## src/rtl/sync_fifo_xorshift32_if.sv

```systemverilog
// Ready/valid stream bundle used on both sides of the FIFO.
// The master drives data and valid. The slave answers with ready.
interface sync_fifo_xorshift32_if #(
  parameter int WIDTH = 32
);
  logic [WIDTH-1:0] data;
  logic             valid;
  logic             ready;

  modport master (output data, output valid, input ready);
  modport slave  (input data, input valid, output ready);
endinterface

```

## src/rtl/sync_fifo_xorshift32.sv

```systemverilog
// First-word fall-through synchronous FIFO plus a handshake-paced xorshift32 source.
// The top wraps both blocks. The generator is typically advanced by valid & ready of a stream.
module sync_fifo #(
  parameter int WIDTH = 8,
  parameter int DEPTH = 4
) (
  input  logic             clk,
  input  logic             rst,
  input  logic [WIDTH-1:0] wr_data,
  input  logic             wr_valid,
  output logic             wr_ready,
  output logic [WIDTH-1:0] rd_data,
  output logic             rd_valid,
  input  logic             rd_ready
);
  logic [WIDTH-1:0] mem [2**DEPTH];
  logic [DEPTH:0]   wr_ptr;
  logic [DEPTH:0]   rd_ptr;
  logic             full;
  logic             empty;
  logic             wr_fire;
  logic             rd_fire;

  // The extra pointer MSB tells full and empty apart when the low address bits match.
  assign empty    = (wr_ptr == rd_ptr);
  assign full     = (wr_ptr[DEPTH-1:0] == rd_ptr[DEPTH-1:0]) &&
                    (wr_ptr[DEPTH] != rd_ptr[DEPTH]);
  assign wr_ready = !full;
  assign rd_valid = !empty;
  assign wr_fire  = wr_valid && !full;
  assign rd_fire  = rd_ready && !empty;
  assign rd_data  = mem[rd_ptr[DEPTH-1:0]];

  // Storage is deliberately left unreset; only the pointers define occupancy.
  always_ff @(posedge clk) begin
    if (wr_fire) begin
      mem[wr_ptr[DEPTH-1:0]] <= wr_data;
    end
  end

  always_ff @(posedge clk or posedge rst) begin
    if (rst) begin
      wr_ptr <= '0;
      rd_ptr <= '0;
    end else begin
      if (wr_fire) begin
        wr_ptr <= wr_ptr + 1'b1;
      end
      if (rd_fire) begin
        rd_ptr <= rd_ptr + 1'b1;
      end
    end
  end
endmodule

module xorshift32 #(
  parameter logic [31:0] SEED = 32'h0000_0001
) (
  input  logic        clk,
  input  logic        rst,
  input  logic        ready,
  output logic [31:0] data
);
  logic [31:0] step_a;
  logic [31:0] step_b;
  logic [31:0] next_data;

  always_comb begin
    step_a    = data ^ (data << 13);
    step_b    = step_a ^ (step_a >> 17);
    next_data = step_b ^ (step_b << 5);
  end

  always_ff @(posedge clk or posedge rst) begin
    if (rst) begin
      data <= SEED;
    end else if (ready) begin
      data <= next_data;
    end
  end
endmodule

module sync_fifo_xorshift32 #(
  parameter int          WIDTH = 32,
  parameter int          DEPTH = 4,
  parameter logic [31:0] SEED  = 32'h0000_0001
) (
  input  logic                    clk,
  input  logic                    rst,
  sync_fifo_xorshift32_if.slave   wr,
  sync_fifo_xorshift32_if.master  rd,
  input  logic                    xs_ready,
  output logic [31:0]             xs_data
);
  sync_fifo #(
    .WIDTH (WIDTH),
    .DEPTH (DEPTH)
  ) u_fifo (
    .clk      (clk),
    .rst      (rst),
    .wr_data  (wr.data),
    .wr_valid (wr.valid),
    .wr_ready (wr.ready),
    .rd_data  (rd.data),
    .rd_valid (rd.valid),
    .rd_ready (rd.ready)
  );

  xorshift32 #(
    .SEED (SEED)
  ) u_xorshift (
    .clk   (clk),
    .rst   (rst),
    .ready (xs_ready),
    .data  (xs_data)
  );
endmodule

```

## src/flat_wrapper.sv

```systemverilog
// flat-port wrapper written by rule: the top's interface ports become plain ports
module sync_fifo_xorshift32_flat 
#(
  parameter int          WIDTH = 32,
  parameter int          DEPTH = 4,
  parameter logic [31:0] SEED  = 32'h0000_0001
)
  (clk, rst, xs_ready, xs_data, wr_data, wr_valid, wr_ready, rd_data, rd_valid, rd_ready);
  sync_fifo_xorshift32_if #(.WIDTH(WIDTH)) wr_i ();
  sync_fifo_xorshift32_if #(.WIDTH(WIDTH)) rd_i ();
  input  logic clk;
  input  logic rst;
  input  logic xs_ready;
  output logic [31:0] xs_data;
  input wire logic [$bits(wr_i.data)-1:0] wr_data;
  input wire logic [$bits(wr_i.valid)-1:0] wr_valid;
  output wire logic [$bits(wr_i.ready)-1:0] wr_ready;
  output wire logic [$bits(rd_i.data)-1:0] rd_data;
  output wire logic [$bits(rd_i.valid)-1:0] rd_valid;
  input wire logic [$bits(rd_i.ready)-1:0] rd_ready;
  assign wr_i.data = wr_data;
  assign wr_i.valid = wr_valid;
  assign wr_ready = wr_i.ready;
  assign rd_data = rd_i.data;
  assign rd_valid = rd_i.valid;
  assign rd_i.ready = rd_ready;
  sync_fifo_xorshift32 #(.WIDTH(WIDTH), .DEPTH(DEPTH), .SEED(SEED)) u_core (.clk(clk), .rst(rst), .wr(wr_i), .rd(rd_i), .xs_ready(xs_ready), .xs_data(xs_data));
endmodule
```

## config.mk

```make
export PLATFORM = sky130hd
export DESIGN_NAME = sync_fifo_xorshift32_flat
export DESIGN_NICKNAME = d
export VERILOG_FILES = /design/src/rtl/sync_fifo_xorshift32_if.sv /design/src/rtl/sync_fifo_xorshift32.sv /design/src/flat_wrapper.sv
export SDC_FILE = /design/constraint.sdc
export NUM_CORES = 1
export LEC_CHECK = 0
export BUFFER_PORTS_ARGS = -buffer_cell sky130_fd_sc_hd__buf_2
export CORE_MARGIN = 2
export CORE_UTILIZATION = 45
export CTS_CLUSTER_SIZE = 24
export DETAILED_ROUTE_END_ITERATION = 12
export GPL_TIMING_DRIVEN = 0
export PLACE_DENSITY = 0.63
export RECOVER_POWER = 25
export SETUP_SLACK_MARGIN = 0.2
export SKIP_CTS_REPAIR_TIMING = 1
export SLEW_MARGIN = 20
export SYNTH_ARGS = -nofsm -noshare
export SYNTH_HDL_FRONTEND = slang
export SYNTH_SLANG_ARGS = --single-unit
```

## constraint.sdc

```tcl
create_clock -name clk -period 7.2 [get_ports clk]
set_input_delay 0.36 -clock clk [delete_from_list [all_inputs] [get_ports clk]]
set_output_delay 0.36 -clock clk [all_outputs]
set_load 0.02 [all_outputs]
```

==> run summary, run 1 <==
Status -> finished, final reports clean
# fillers -> 3,630
Largest net degree at the start of global routing -> 33
Clock Latency Late Sink -> 0.62 ns
Die X-Extent -> 225 um
Number of global-route vias before repair -> 10,900
Die Y -> 225 um
Gr ovfl total -> 0
Clk sink count -> 554
Initial antenna violation count -> 1
Setup TNS -> 0 ns
GR Util All Layers -> 19.1%
Setup violations, final -> 0
Total CTS buffers -> 56
Most frequent cells in the layout -> 512 x edfxtp_1, 93 x buf_2, 79 x mux4_2
Ys Warns -> 0
Port-buffer cells -> 102
Critical path type -> flip-flop to primary output
Clk pin slew, worst setup/hold paths -> 0.06 ns
Synthesized instance count -> 1,024
Multi-input gate area -> 5160 sq um
Synth Area per Inst -> 21.5 sq um
EDFF count, synth -> 512
Total Power -> 11.3 mW
Post-Synthesis Cell Area -> 22,000 sq um
Fraction of layout cells with a size suffix above 1 -> 24.8%
# rows -> 80
Final core occ -> 53.4%
Hpwl dp -> 29.7 mm
Max_cap viols -> 0
Leakage power -> 8.63 nW
Drt first pass iters -> 5
Commonest non-fill, non-tap cell in the layout -> edfxtp_1
Die ar. -> 50,600 sq um
HP Class -> primary input to flip-flop
Slew HR -> 38.4%
I/O pins -> 103
Clk_skew -> 0.0153 ns
Sequential-to-total area share from yosys stat -> 74.7%
Fin crit share -> 47.2%
Post-synthesis cell type count -> 37
FF/Latch Area -> 16,400 sq um
# DRC -> 0
Syn Nets -> 1,066
GP Congestion -> 0.747
Crit end category -> primary output
Unrepaired setup endpoints after global routing -> no
Fmax -> 0.294 GHz
Synth Flop Type -> edfxtp_1
Crit path time final -> 3.40 ns
Max Slew Vio Count -> 0
Post-DRT Antenna Nets -> 0
Vias -> 10,600
CTS root buf -> clkbuf_16
Final Hold Viols -> 0
Crit start category -> flip-flop
Wire per inst -> 25.4 um
H-tree depth -> 2
CP required -> 6.84 ns
First-pass GRT wire length -> 70.6 mm
Via/cell ratio -> 5.68
Initial core utilization -> 45.8%
Core ar. -> 47,900 sq um
TritonCTS clock tree -> done
Worst Tran Pin Value -> 0.925 ns
PD cells -> 440 nW/um^2
Starting DRT DRC Count -> 1,015
Number of synthesized register bits -> 554
Total Routed Length -> 47.5 mm
P&R area growth vs syn -> 16.4%
Max rail drop VDD -> 0.000257 V
Post-layout nets -> 1,247
Max clock buf depth -> 3
Post-synth ARST share -> 7.58%
Critical Path Fanout Max -> 10
CP arrival -> 3.04 ns
## through the flow
stage | area [sq um] | worst slack, ns | hold WS, ns | instances
6_report | 25600 | 3.80 | 0.129 | 1868
5_1_grt | 25600 | 3.58 | 0.140 | 1867
4_1_cts | 25600 | 3.69 | -0.239 | 1866
3_5_place_dp | 23700 | 4.36 | 0.404 | 1761
3_3_place_gp | 23300 | 0.890 | 0.496 | 1741
2_1_floorplan | 22000 | 3.59 | 0.459 | 1024
## synthesized netlist by cell type, types with 4 or more instances
master      n  share of area, %
edfxtp_1  512                70
mux4_2     79               8.1
xnor2_1    72               2.9
a22oi_1    64               2.2
nand2_1    59               1.0
mux4_1     49               5.9
dfrtp_1    41               4.7
clkbuf_1   25              0.43
xor2_1     19              0.76
buf_2      15              0.34
buf_12     11               1.0
nand2b_1   10              0.28
and3_1      9              0.26
mux2i_1     9              0.41
nor2b_1     6              0.17
ha_1        5              0.28
a21oi_1     4             0.091
and4_1      4              0.16
inv_1       4             0.068
nand4_1     4              0.11
## flip-flops by register name (all words and copies together) (netlist names)
| register | flops |
|---|---|
| u_core.u_fifo.mem | 512 |
| u_core.u_xorshift.data | 32 |
| u_core.u_fifo.rd_ptr | 5 |
| u_core.u_fifo.wr_ptr | 5 |
## routing by layer
layer  track usage [%]  wire length (um)  vias to the layer above
li1                  -                 -                     4603
met1              27.3             20900                     5660
met2              30.8             23000                      279
met3              3.13              2460                       76
met4              5.32              1080                        0
met5                 0                 0                        -
## cell families (layout without fill, tap and decap cells)
kind of cell | after synthesis | in the layout | share of synthesized area (%)
other cells | 0 | 1 | 0
flops | 554 | 554 | 74.7
buf+inv | 59 | 287 | 1.99
mux | 141 | 141 | 14.6
fa+ha+maj | 5 | 5 | 0.285
compound gates | 73 | 73 | 2.46
xor+xnor | 93 | 93 | 3.80
simple gates | 99 | 99 | 2.16
## report_power, final
part | switching (mW) | leakage [nW] | internal, mW | total, mW
sequential | 0.232 | 5.12 | 3.96 | 4.19
combinational | 2.28 | 2.59 | 1.80 | 4.08
clock | 1.23 | 0.920 | 1.75 | 2.98
total | 3.74 | 8.63 | 7.51 | 11.3
## cell type report
| class | instances | area share, % |
|---|---|---|
| antenna | 1 | 0.00978 |
| buffer | 55 | 1.65 |
| clock buffer | 75 | 5.84 |
| clock inverter | 30 | 1.52 |
| inverter | 4 | 0.0587 |
| multi-input combinational | 411 | 20.2 |
| sequential | 554 | 64.2 |
| tap | 615 | 3.01 |
| timing repair buffer | 123 | 3.50 |
## path summary, 6_finish.rpt
check / from / to / slack, ns / cells after the start
min in group asynchronous: rst / u_core.u_xorshift.data[8]$_DFFE_PP0P_ / 0.32 / 3
setup / recovery: u_core.u_fifo.rd_ptr[1]$_DFFE_PP0P_ / rd_data[0] / 3.80 / 7
max in group asynchronous: rst / u_core.u_xorshift.data[0]$_DFFE_PP1P_ / 6.30 / 4
hold / removal: wr_data[15] / u_core.u_fifo.mem[0][15]$_DFFE_PP_ / 0.13 / 1
setup reg to reg: u_core.u_fifo.rd_ptr[1]$_DFFE_PP0P_ / u_core.u_fifo.mem[0][7]$_DFFE_PP_ / 4.51 / 8
hold reg to reg: u_core.u_xorshift.data[28]$_DFFE_PP0P_ / u_core.u_xorshift.data[28]$_DFFE_PP0P_ / 0.51 / 1
## worst max-delay path: stages (launching register included)
cell	delay, ns
dfrtp_1	0.34
buf_2	0.20
buf_2	0.32
clkbuf_1	0.65
mux4_1	0.41
a22oi_1	0.17
nand2_1	0.15
buf_2	0.19
No activity file was read; power rests on OpenSTA's default activity.
==> run 2, diff against run 1 <==
- clock period: 7.2 -> 3.4 ns (I/O delays scaled with it)
==> run summary, run 2 (synthesis results as in run 1) <==
Post-Place Setup Slack -> 0.636 ns
# rows -> 80
Commonest non-fill, non-tap cell in the layout -> edfxtp_1
Max_cap viols -> 0
Unrepaired setup endpoints after global routing -> no
Sw Ratio -> 33.5%
I/O pins -> 103
Leakage power -> 8.77 nW
Post-layout nets -> 1,282
Vias -> 10,700
Crit start category -> flip-flop
H-tree depth -> 2
CP arrival -> 2.89 ns
# fillers -> 3,692
Hpwl dp -> 29.8 mm
Critical Path Fanout Max -> 10
# DRC -> 0
Max Slew Vio Count -> 0
Total CTS buffers -> 56
Die ar. -> 50,600 sq um
Final Hold Viols -> 0
Max reg flops -> 512
PD cells -> 912 nW/um^2
Via/cell ratio -> 5.61
Initial antenna violation count -> 0
HP Class -> primary input to asynchronous set/reset pin
Clock Latency Late Sink -> 0.62 ns
Critical path type -> flip-flop to primary output
Die X-Extent -> 225 um
P&R area growth vs syn -> 18.0%
Max clock buf depth -> 3
Hold WS -> 0.326 ns
Crit end category -> primary output
Port-buffer cells -> 102
Status -> finished, final reports clean
Max rail drop VDD -> 0.000660 V
Clk sink count -> 554
GR Util All Layers -> 19.1%
Worst Tran Pin Value -> 0.973 ns
Fin crit share -> 90.0%
Reg power frac -> 37.6%
# diodes -> 0
Fmax -> 0.327 GHz
Sw Pwr -> 7.92 mW
Number of global-route vias before repair -> 10,900
Initial core utilization -> 45.8%
Combinational share of power -> 36.7%
Most frequent cells in the layout -> 512 x edfxtp_1, 96 x buf_2, 79 x mux4_2
Clk_skew -> 0.0264 ns
Crit path time final -> 3.06 ns
Clk pin slew, worst setup/hold paths -> 0.06 ns
First-pass GRT wire length -> 70.4 mm
Gr ovfl total -> 0
CTS root buf -> clkbuf_16
Post-DRT Antenna Nets -> 0
GP Congestion -> 0.747
Fraction of layout cells with a size suffix above 1 -> 24.4%
CP required -> 3.23 ns
Starting DRT DRC Count -> 839
Setup violations, final -> 0
Die Y -> 225 um
Largest net degree at the start of global routing -> 33
Clock network fraction of total power -> 25.7%
Drt first pass iters -> 5
Core ar. -> 47,900 sq um
Wire per inst -> 24.9 um
Setup ws final -> 0.342 ns
Slew HR -> 35.1%
Total Routed Length -> 47.4 mm
TritonCTS clock tree -> done
Internal Power -> 15.7 mW
-- run 2: cell types whose count changed in the layout (fill, tap and decap cells not counted), sizes merged --
cell         change
buf              +3
bufinv           -2
clkbuf          -14
clkinv          +11
clkinvlp         +2
diode            -1
dlygate4sd3     +35
inv              -1
-- run 2: worst paths after layout --
path	start	end	slack, ns	depth (start not counted)
max in group asynchronous	rst	u_core.u_xorshift.data[0]$_DFFE_PP1P_	2.38	4
min	rst	u_core.u_xorshift.data[8]$_DFFE_PP0P_	0.33	3
min reg2reg	u_core.u_xorshift.data[23]$_DFFE_PP0P_	u_core.u_xorshift.data[23]$_DFFE_PP0P_	0.51	1
min in group clk	wr_data[25]	u_core.u_fifo.mem[7][25]$_DFFE_PP_	0.50	2
max reg2reg	u_core.u_fifo.rd_ptr[1]$_DFFE_PP0P_	u_core.u_fifo.mem[10][9]$_DFFE_PP_	0.66	8
max	u_core.u_fifo.rd_ptr[2]$_DFFE_PP0P_	rd_data[15]	0.34	7
-- run 2: power groups by stage --
| stage | logic (mW) | registers, mW | clock network (mW) |
|---|---|---|---|
| finish | 8.67 | 8.88 | 6.08 |
| CTS | 8.81 | 8.89 | 6.20 |
| detailed placement | 8.78 | 9.03 | 0 |
| floorplan | 5.86 | 9.16 | 0 |
| global route | 9.38 | 8.97 | 6.45 |
| global placement | 8.47 | 9.03 | 0 |
-- run 2: routing by layer --
| layer | track usage, % | vias to the layer above | share of wire, % | routed length [um] |
|---|---|---|---|---|
| met5 | 0 | - | 0 | 0 |
| met4 | 4.04 | 0 | 1.5 | 727 |
| met3 | 3.65 | 60 | 5.7 | 2720 |
| met2 | 31.6 | 302 | 49 | 23400 |
| met1 | 26.7 | 5638 | 43 | 20500 |
| li1 | - | 4667 | - | - |
-- run 2: critical path, cell delays in order, from the launching register on --
cell and delay, ns:
dfrtp_1 0.31, buf_2 0.20, and2_1 0.15, clkbuf_1 0.33, clkbuf_1 0.67, a22oi_1 0.27
nand2_1 0.17, buf_2 0.18
-- run 2: layout make-up --
type                       instances  area, sq um  area share (%)
clock inverter                    40          389            1.50
timing repair buffer             158         1300            5.01
multi-input combinational        411         5170            19.9
sequential                       554        16400            63.4
tap                              615          769            2.97
clock buffer                      64         1430            5.52
inverter                           4         15.0          0.0579
buffer                            55          428            1.65
-- run 2: metrics by stage --
stage / instances / util [%] / TNS [ns] / power [mW] / instance area (sq um)
finish: 1901 / 54.1 / 0 / 23.6 / 25900
global route: 1901 / 54.1 / 0 / 24.8 / 25900
CTS: 1865 / 53.4 / 0 / 23.9 / 25600
detailed placement: 1761 / 49.6 / 0 / 17.8 / 23800
global placement: 1741 / 48.5 / -192.25 / 17.5 / 23300
floorplan: 1024 / - / 0 / 15.0 / 22000
